## config.mk

```make
export PLATFORM = sky130hd
export DESIGN_NAME = seg7_scan_reader
export DESIGN_NICKNAME = d
export VERILOG_FILES = /design/src/rtl/seg7_scan_reader.sv
export SDC_FILE = /design/constraint.sdc
export NUM_CORES = 1
export LEC_CHECK = 0
export ABC_AREA = 1
export CAP_MARGIN = 20
export CORE_MARGIN = 8
export CORE_UTILIZATION = 59
export CTS_CLUSTER_SIZE = 24
export DETAILED_ROUTE_END_ITERATION = 7
export PLACE_DENSITY = 0.91
export SLEW_MARGIN = 20
export SYNTH_ARGS = -nofsm -noshare
export SYNTH_HDL_FRONTEND = slang
export SYNTH_SLANG_ARGS = --single-unit
```

## constraint.sdc

```tcl
create_clock -name clock -period 3.2 [get_ports clock]
set_input_delay 0.32 -clock clock [delete_from_list [all_inputs] [get_ports clock]]
set_output_delay 0.32 -clock clock [all_outputs]
set_load 0.005 [all_outputs]
```

## src/rtl/seg7_scan_reader.sv

```systemverilog
// Recovers hex digits from a scanned active-low 7-segment bus and publishes whole frames.
// Latency: capture STABLE_CYCLES edges after the last input change, publish one edge later; no backpressure.
module seg7_scan_reader #(
    parameter int DIGITS        = 4,
    parameter int STABLE_CYCLES = 4
) (
    input  logic                  clock,
    input  logic                  reset,
    input  logic [6:0]            seg,
    input  logic [DIGITS-1:0]     dig_sel_n,
    output logic [4*DIGITS-1:0]   value,
    output logic [DIGITS-1:0]     blank_mask,
    output logic                  frame_valid,
    output logic                  frame_err
);

    localparam int CW = $clog2(STABLE_CYCLES + 1);
    localparam int IW = DIGITS + 7;

    typedef enum logic {
        SETTLE,
        HOLD
    } state_t;

    typedef struct packed {
        logic [3:0] nib;
        logic       blank;
        logic       bad;
    } dec_t;

    function automatic dec_t decode(input logic [6:0] s);
        dec_t d;
        d = '0;
        case (s)
            7'h40: d.nib = 4'h0;
            7'h79: d.nib = 4'h1;
            7'h24: d.nib = 4'h2;
            7'h30: d.nib = 4'h3;
            7'h19: d.nib = 4'h4;
            7'h12: d.nib = 4'h5;
            7'h02: d.nib = 4'h6;
            7'h78: d.nib = 4'h7;
            7'h00: d.nib = 4'h8;
            7'h10: d.nib = 4'h9;
            7'h08: d.nib = 4'hA;
            7'h03: d.nib = 4'hB;
            7'h46: d.nib = 4'hC;
            7'h21: d.nib = 4'hD;
            7'h06: d.nib = 4'hE;
            7'h0E: d.nib = 4'hF;
            7'h7F: d.blank = 1'b1;
            default: d.bad = 1'b1;
        endcase
        return d;
    endfunction

    state_t                state_q, state_d;
    logic [IW-1:0]         in_reg_q, in_reg_d;
    logic [CW-1:0]         cnt_q, cnt_d;
    logic [DIGITS-1:0]     seen_q, seen_d;
    logic [4*DIGITS-1:0]   stage_nib_q, stage_nib_d;
    logic [DIGITS-1:0]     stage_blank_q, stage_blank_d;
    logic                  stage_err_q, stage_err_d;
    logic                  pub_q, pub_d;
    logic [4*DIGITS-1:0]   value_q, value_d;
    logic [DIGITS-1:0]     blank_q, blank_d;
    logic                  fvld_q, fvld_d;
    logic                  ferr_q, ferr_d;

    logic [IW-1:0]         in_now;
    logic                  changed;
    logic                  capture;
    logic [DIGITS-1:0]     sel_lo;
    logic                  one_hot;
    dec_t                  dec;

    always_comb begin
        in_now  = {dig_sel_n, seg};
        changed = (in_now != in_reg_q);
        capture = !changed && (state_q == SETTLE) &&
                  ((cnt_q + CW'(1)) == CW'(STABLE_CYCLES));
        sel_lo  = ~dig_sel_n;
        one_hot = (sel_lo != '0) && ((sel_lo & (sel_lo - DIGITS'(1))) == '0);
        dec     = decode(seg);
    end

    // Input stability tracking: any change restarts the quiet-cycle count.
    always_comb begin
        in_reg_d = in_now;
        cnt_d    = cnt_q;
        state_d  = state_q;
        if (changed) begin
            cnt_d   = '0;
            state_d = SETTLE;
        end else if (state_q == SETTLE) begin
            if (cnt_q < CW'(STABLE_CYCLES)) begin
                cnt_d = cnt_q + CW'(1);
            end
            if (capture) begin
                state_d = HOLD;
            end
        end
    end

    // Staging: the publish edge restarts seen/err so a same-edge capture belongs to the next frame.
    always_comb begin
        seen_d        = pub_q ? '0 : seen_q;
        stage_err_d   = pub_q ? 1'b0 : stage_err_q;
        stage_nib_d   = stage_nib_q;
        stage_blank_d = stage_blank_q;
        if (capture && (sel_lo != '0)) begin
            if (!one_hot) begin
                stage_err_d = 1'b1;
            end else begin
                for (int i = 0; i < DIGITS; i++) begin
                    if (sel_lo[i]) begin
                        stage_nib_d[4*i +: 4] = dec.nib;
                        stage_blank_d[i]      = dec.blank;
                        seen_d[i]             = 1'b1;
                    end
                end
                if (dec.bad) begin
                    stage_err_d = 1'b1;
                end
            end
        end
        pub_d = capture && (&seen_d);
    end

    always_comb begin
        value_d = value_q;
        blank_d = blank_q;
        ferr_d  = ferr_q;
        fvld_d  = 1'b0;
        if (pub_q) begin
            value_d = stage_nib_q;
            blank_d = stage_blank_q;
            ferr_d  = stage_err_q;
            fvld_d  = 1'b1;
        end
    end

    always_ff @(posedge clock) begin
        if (reset) begin
            state_q       <= SETTLE;
            in_reg_q      <= '1;
            cnt_q         <= '0;
            seen_q        <= '0;
            stage_nib_q   <= '0;
            stage_blank_q <= '0;
            stage_err_q   <= 1'b0;
            pub_q         <= 1'b0;
            value_q       <= '0;
            blank_q       <= '0;
            fvld_q        <= 1'b0;
            ferr_q        <= 1'b0;
        end else begin
            state_q       <= state_d;
            in_reg_q      <= in_reg_d;
            cnt_q         <= cnt_d;
            seen_q        <= seen_d;
            stage_nib_q   <= stage_nib_d;
            stage_blank_q <= stage_blank_d;
            stage_err_q   <= stage_err_d;
            pub_q         <= pub_d;
            value_q       <= value_d;
            blank_q       <= blank_d;
            fvld_q        <= fvld_d;
            ferr_q        <= ferr_d;
        end
    end

    assign value       = value_q;
    assign blank_mask  = blank_q;
    assign frame_valid = fvld_q;
    assign frame_err   = ferr_q;

endmodule

```

Yosys cells after proc, flatten, opt, wreduce, memory -nomap -nowiden
Index checks and enable logic that the tools add are counted.

storage, ports and cells
  register bits = 63
  latch bits = 0
  memory bits (writable) = 0
  ROM bits = 0
  bits of input ports = 13
  output and inout port bits = 22
  word-level logic and storage cells = 75
  memories = 0

operators by class
  add/sub/neg operators = 2
  multipliers = 0
  divide/modulo/power cells = 0
  magnitude comparators = 1
  equal/unequal tests = 18
  shifts and indexed selects = 0
  multiplexer cells = 16
  bitwise operators = 3
  reduce and logical (&&, ||, !) cells = 17

operators by type and width
  kind                                                  count
  case mux 4 bit (15 select lines)                      1
  equality test 7 bit (second input constant)           5
  equality test 7 x 5 -> 1 bit (second input constant)  3
  equality test 7 x 6 -> 1 bit (second input constant)  3
  OR reduction 17 bit                                   1
  equality test 7 x 2 -> 1 bit (second input constant)  2
  equality test 7 x 4 -> 1 bit (second input constant)  2
  two-way mux 1 bit                                     12
  two-way mux 4 bit                                     3
  AND reduction 3 bit                                   4
  inequality test 11 bit                                1
  equality test 7 x 3 -> 1 bit (second input constant)  1
  zero test 7 bit                                       1
  logical AND 1 bit                                     5
  AND 4 bit                                             1
  zero test 4 bit                                       1
  NOT 4 bit                                             1
  AND reduction 4 bit                                   1
  nonzero test 4 bit                                    1
  subtractor 4 x 1 -> 4 bit (second input constant)     1
  adder 3 x 1 -> 3 bit (second input constant)          1
  equality test 3 bit (second input constant)           1
  less-than comparator 3 bit (second input constant)    1
  AND reduction 2 bit                                   1
  3 further kinds                                       3

Longest topological paths before layout
Gate-level depths: netlist of run 1.

  depth after elaboration = 9
  depth in mapped cells = 12

Least setup slack after synthesis of run 1
Ideal clock, no wire load.

  kind = register to register
  start point = reg cnt_q[0]
  end point = reg stage_nib_q[7]
  library setup time = 0.119 ns
  data arrival time = 1.384 ns
  path slack = 1.697 ns
  stages on the path, launching flop included = 8
  buffers on the path = 1
  path through = dfxtp_1 ha_1 xnor2_1 nor2_2 nand4_2 buf_2 o21ai_1 a21oi_1

on the way
  word-level cells in the longest chain between the ends = 5

RTL lines
  item                                  RTL line  text
  start: declaration                    59        logic [CW-1:0] cnt_q, cnt_d;
  start signal: assignment              160       cnt_q <= cnt_d;
  adder 3 x 1 -> 3 bit                  81        ((cnt_q + CW'(1)) == CW'(STABLE_CYCLES));
  equality test 3 bit                   81
  logical AND 1 bit                     80        capture = !changed && (state_q == SETTLE) &&
  logical AND 1 bit                     111       if (capture && (sel_lo != '0)) begin
  AND reduction 3 bit (no source line)  --
  end signal: assignment                162       stage_nib_q <= stage_nib_d;
  end: declaration                      61        logic [4*DIGITS-1:0] stage_nib_q, stage_nib_d;

Every way passes these cells.
A chain may end at the register's enable or synchronous reset.

Worst setup path after layout of run 1
  start point = in seg[1]
  end point = reg pub_q

on the way
  word-level cells in the longest chain between the ends = 8

RTL lines
  item                               RTL line  text
  start: declaration                 9         input logic [6:0] seg,
  inequality test 11 bit *           79        changed = (in_now != in_reg_q);
  zero test 1 bit *                  80
  logical AND 1 bit * (2 in series)  80
  logical AND 1 bit                  111
  two-way mux 4 bit                  111
  AND reduction 4 bit                127       pub_d = capture && (&seen_d);
  logical AND 1 bit *                127
  end signal: assignment             165       pub_q <= pub_d;
  end: declaration                   64        logic pub_q, pub_d;

Mark *: on every way between the ends. The rest lies on a longest branch, timed or not.

==> run metrics, run 1 <==
Compound-Gate Fraction of Synth Area 11.16%; fmax 0.5168 GHz; final net count 449; final-layout fill cell count 358; async set-reset flop share out of synthesis 0%; period utilization 60.47%; Root Driver clkbuf_8; Synth Instances slightly below 400; max-cap viol count 0; Slowest-stage cell, CP clkdlybuf4s50_1; GR Util met3 about 5.7%; Top FF cell, synth dfxtp_1; GRT Overall Usage 18.60%; CP max stage delay ~0.54 ns; largest net degree at the start of global routing 36; Post-Synth Adder-Cell Area 0.9074%; Crit Path Max Fanout 12; register area share after synthesis 45.74%; via count ~2600; post-route cell area 3346 sq um; worst path required time 3.47 ns; Worst Hold Class flip-flop to flip-flop; busiest grt layer met2; largest family of logic cells by synthesized area simple AND/OR/NAND/NOR gates; IO Pins 35; Syn-to-layout area delta 21.32%; multi-input logic area 1291 sq um; Syn Area/Cell 6.946 sq um; Post-CTS Setup Bufs 0; post-synthesis simple-gate area fraction between 30% and 40%; Resize count post-CTS 0; initial antenna violation count 0; Initial Utilization 59.57%; via/cell ratio 5.335; Unique masters post-synth 26; worst skew pair latency between 0.3 and 0.4 ns; Cell Area, Placed 3141 sq um; Inserted Diodes 0; share of layout cells above drive strength 1 7.745%; RSZ-0062 raised after global routing no; buffers added on ports 34; M1 GR Usage 21.04%; CP arrival approximately 2.2 ns; Die Width roughly 84 um; Detailed Place HPWL 4364 um; Total Wirelength 6340 um; DRT antenna net count 0; H-Tree Depth 3; min Tclk post-route around 1.9 ns; EDFF count, synth 0; CTS tree built; synth warn 0; Final Max Slew Viols 0; Die H 84.37 um; Die ar. 7117 sq um; synthesized cell area 2758 sq um; slew of the pin with the lowest slew margin between 0.4 and 0.5 ns; Max clock buf depth 2; vias in the first global route between 2000 and 2500; crit-path most repeated cell nand2_1; GR met2 Demand/Resource 31.02%; final setup vio count 0; drt pass-1 iters 7; Buf/Inv on CP 2; crit end category flip-flop; syn_nets 412; total power about 1.6 mW; delay-heaviest family, CP simple AND/OR/NAND/NOR gates; Storage cell area approximately 1300 sq um; setup tns final 0 ns; hold-fix buffers at CTS 0; Congestion Overflow GR 0; Hold WS 0.4575 ns; # DRC 0; drt wl/cell 12.86 um; Post-Route Skew 0.005677 ns; Rows 25; mux cell area share after synthesis 0%; worst IR drop on VDD approximately 0.00032 V; CP Class primary input to flip-flop; P_leak 1.642 nW; CTS Buf Count 9; area share of xor/xnor cells in the synthesized design about 2.2%; drt initial violations about 280; Seq cells post-synth 63; Core ar. 4629 sq um; first-pass GRT wire length 10800 um; CTS clk-pin slew, worst paths 0.07 ns; worst path cell trace clkdlybuf4s50_1 > inv_1 > nand2_1 > nand2_1 > nor2_1 > nand2_1 > nor2_4 > nand4_2 > nand2_1 > nand3_1 > nor2_2; slew margin rel. 68.64%; Routability Congestion 0.9482; clock sink count between 60 and 70; outcome completed; final hold viol count 0; Worst setup SP type primary input; Power Density 483.7 nW/um^2
synthesized netlist by cell type (3+ instances only):
library cell   n  area, sq um
nand2_1       92        345.3
nor2_1        87        326.6
dfxtp_1       63         1261
inv_1         38        142.6
o21ai_0       37        185.2
a21oi_1       22        110.1
nand3_1       10        50.05
clkbuf_1       7        26.28
xnor2_1        7        61.31
nor2_2         5        31.28
clkinv_1       3        11.26
inv_2          3        11.26
nand2_2        3        18.77
nor2_4         3        33.78
registers in the layout, summed over array words and instances (netlist names):
signal         cells
stage_nib_q       16
value             16
in_reg_q          11
blank_mask         4
seen_q             4
stage_blank_q      4
cnt_q              3
frame_err          1
frame_valid        1
pub_q              1
stage_err_q        1
state_q            1
power by group:
group / leakage (nW) / internal (mW) / switching, mW
combinational: 1.03 / 0.0346 / 0.0612
clock: 0.104 / 0.437 / 0.291
sequential: 0.510 / 0.791 / 0.00341
total: 1.64 / 1.26 / 0.355
metrics by stage:
stage	utilization [%]	instances	setup slack, ns
after floorplan	-	397	1.697
after global placement	67.84	477	1.083
after detailed placement	67.84	477	1.014
final	72.27	493	1.265
after global routing	72.27	493	1.168
after CTS	72.27	493	1.353
final timing paths:
check	start	end	slack [ns]	cells after the start
worst max-delay path	seg[1]	pub_q	1.26	11
worst min-delay path	stage_blank_q[1]	stage_blank_q[1]	0.46	2
worst max register to register	cnt_q[0]	pub_q	1.41	7
worst min register to register	stage_blank_q[1]	stage_blank_q[1]	0.46	2
layout make-up:
type	count	share of cell area, %
multi-input combinational	280	38.59
sequential	63	37.70
timing repair buffer	36	10.62
inverter	44	4.936
clock buffer	12	4.039
clock inverter	4	2.094
tap	54	2.019
logic make-up (layout without fill, tap and decap cells):
logic type	Yosys count	in the layout
DFF	63	63
xor gates and xnor gates	7	7
buffers and inverters	54	96
AOI/OAI and AO/OA	61	61
adders and majority gates	2	2
and+or+nand+nor	210	210
worst min-delay path, stage by stage, from the launching register on:
cell and delay (ns):
dfxtp_1 0.30, inv_1 0.06, a21oi_1 0.05
cells in the final DEF, fill, tap and decap left out:
master and instances:
dfxtp_1 63, clkbuf_8 9, nor2_2 5, nor3_1 1, nand4_1 2, xnor2_1 7, nand3_1 10, inv_1 38
o21ai_1 1, nor2_1 87, nor2_4 3, a21oi_1 22, o21ai_0 37, inv_2 3, clkbuf_1 3, clkinv_2 2
bufinv_16 2, o31ai_1 1, nand3_2 1, nand2_1 92, and2_4 1, buf_4 2, clkdlybuf4s50_1 34, nor4_1 2
nand3_4 1, clkinv_1 3, nand4_2 2, nand2_2 3, ha_1 2
metal layers:
metal | routed length [um] | up-vias
li1 | - | 1311
met1 | 2750 | 1200
met2 | 3063 | 100
met3 | 383 | 19
met4 | 143 | 0
met5 | 0 | -
(Power assumes the default switching activity.)
==> inputs of run 2 (changes only) <==
--- a/config.mk
+++ b/config.mk
@@ -8,10 +8,10 @@
 export ABC_AREA = 1
 export CAP_MARGIN = 20
 export CORE_MARGIN = 8
-export CORE_UTILIZATION = 59
+export CORE_UTILIZATION = 49
 export CTS_CLUSTER_SIZE = 24
 export DETAILED_ROUTE_END_ITERATION = 7
-export PLACE_DENSITY = 0.91
+export PLACE_DENSITY = 0.82
 export SLEW_MARGIN = 20
 export SYNTH_ARGS = -nofsm -noshare
 export SYNTH_HDL_FRONTEND = slang
==> constraint.sdc (replaced) <==
create_clock -name clock -period 1.62 [get_ports clock]
set_input_delay 0.162 -clock clock [delete_from_list [all_inputs] [get_ports clock]]
set_output_delay 0.162 -clock clock [all_outputs]
set_load 0.005 [all_outputs]
==> run 2 against run 1 <==
Clock power is 100% higher. Wire length is 6.3% higher. Sequential power is 97% higher. Clock skew is 0.0021 ns higher. Die area is 16% higher. Critical path depth is 2 lower. Largest power group unchanged. Highest routed layer unchanged.
==> run metrics, run 2 (synthesis gave the netlist of run 1 again) <==
worst slack, placed -0.3835 ns (-1.398 ns); worst skew pair latency 0.34 ns (about the same); drt wl/cell 12.27 um (-4.6%); Rows 27 (+8.0%); Final Max Slew Viols 0 (unchanged); crit end category flip-flop; slew margin rel. 76.58% (+7.9 points); largest net degree at the start of global routing 42 (+17%); GRT Overall Usage 15.93% (-2.7 points); Hold WS 0.1390 ns (-0.3185 ns); max-cap viol count 0 (unchanged); RSZ-0062 raised after global routing yes; initial antenna violation count 0 (unchanged); drt pass-1 iters 4 (-3); Detailed Place HPWL 4810 um (+10%); # DRC 0 (unchanged); DRT antenna net count 0 (unchanged); Core ar. 5473 sq um (+18%); clock sink count 63 (unchanged); min Tclk post-route 1.582 ns; Routability Congestion 0.9286 (-2.1%); Worst setup SP type flip-flop; HP Start dig_sel_n[2]; Worst Hold Class primary input to flip-flop; CP arrival 1.81 ns (-0.40 ns); worst IR drop on VDD 0.0006619 V (+110%); first-pass GRT wire length 10940 um (+1.3%); share of layout cells above drive strength 1 20.34% (+13 points); final setup vio count 0 (unchanged); worst path required time 1.85 ns (-1.62 ns); Die ar. 8285 sq um (+16%); CTS Buf Count 9 (unchanged); final worst slack 0.03842 ns (-1.226 ns); Total Wirelength 6738 um (+6.3%); Post-Route Skew 0.007729 ns (+0.002052 ns); CP Class flip-flop to flip-flop; final net count 487 (+8.5%); CP Launch Point cnt_q[0]; outcome completed; Max clock buf depth 2 (unchanged); Crit Path Max Fanout 6 (-6); vias in the first global route 2556 (+2.9%); Crit Reg-Reg Startpoint cnt_q[0]; most frequent cells in the layout 91 x nand2_1, 77 x nor2_1, 60 x dfxtp_1, 40 x buf_4, 36 x o21ai_0; Root Driver clkbuf_8; H-Tree Depth 3 (unchanged); Syn-to-layout area delta 36.62%; IO Pins 35 (unchanged); Die H 91.02 um (+7.9%); Inserted Diodes 0 (unchanged); Cell Count, Final, Fillers Out 549 (+11%); utilization after layout 68.84% (-3.4 points); via/cell ratio 4.980 (-6.6%); total power 3.302 mW (+100%); Congestion Overflow GR 0 (unchanged); Initial Utilization 50.39% (-9.2 points); period utilization 97.63%; P_leak 1.892 nW (+15%); Power Density 876.4 nW/um^2 (+81%); drt initial violations 173 (-37%); fmax 0.6323 GHz; Post-Place Cells 529 (+11%); buffers added on ports 34 (unchanged); most common cell after layout, fill and taps aside nand2_1; slew of the pin with the lowest slew margin 0.3513 ns (-0.1163 ns); via count 2734 (+4.0%); CTS tree built; CTS clk-pin slew, worst paths 0.07 ns (about the same); final hold viol count 0 (unchanged); Die Width 91.02 um (+7.9%)
[run 2: cell type report]
cell class                 instances  area, sq um
multi-input combinational        280         1375
inverter                          44        167.7
clock buffer                      10        127.6
sequential                        63         1265
timing repair buffer              74        658.1
clock inverter                     6        83.83
fill                             449         1705
tap                               72        90.09
[run 2: path summary, 6_finish.rpt]
path                      end  slack, ns  depth (start not counted)
min reg2reg          value[5]       0.46                          2
min               in_reg_q[9]       0.14                          3
max          stage_blank_q[3]       0.04                          9
max reg2reg  stage_blank_q[3]       0.04                          9
[run 2: worst max-delay path: stages (launching register included)]
cell,delay [ns]
dfxtp_2,0.36
buf_4,0.11
ha_1,0.13
nand2_1,0.09
nor2_4,0.18
nand3_4,0.15
nor2_4,0.21
inv_4,0.08
nor2_1,0.10
nor2_1,0.05
[run 2: what timing repair did]
| action | CTS | global route |
|---|---|---|
| pin swaps | 1 | 14 |
| setup endpoints to repair | 2 | 24 |
| gates resized for setup | 1 | 36 |
| buffers inserted | 2 | 2 |
| endpoints found under the hold margin | 0 | 0 |
| hold buffers | 0 | 0 |
[run 2: where the power goes]
group | switching (mW) | internal, mW | total (mW)
sequential | 0.00698 | 1.56 | 1.57
clock | 0.608 | 0.864 | 1.47
combinational | 0.145 | 0.114 | 0.259
[run 2: metrics by stage]
stage / setup TNS [ns] / instance area, sq um
2_1_floorplan: 0 / 2758
3_3_place_gp: -7.047 / 3418
3_5_place_dp: -8.167 / 3418
4_1_cts: 0 / 3645
5_1_grt: -0.3543 / 3767
6_report: 0 / 3767
[run 2: per-layer routing]
| metal | global-route usage (%) | vias up | share of wire, % |
|---|---|---|---|
| met4 | 10.23 | 0 | 2.6 |
| met2 | 26.42 | 76 | 49 |
| met3 | 3.704 | 17 | 5.5 |
| li1 | - | 1390 | - |
| met1 | 18.05 | 1251 | 43 |
| met5 | 0 | - | 0 |
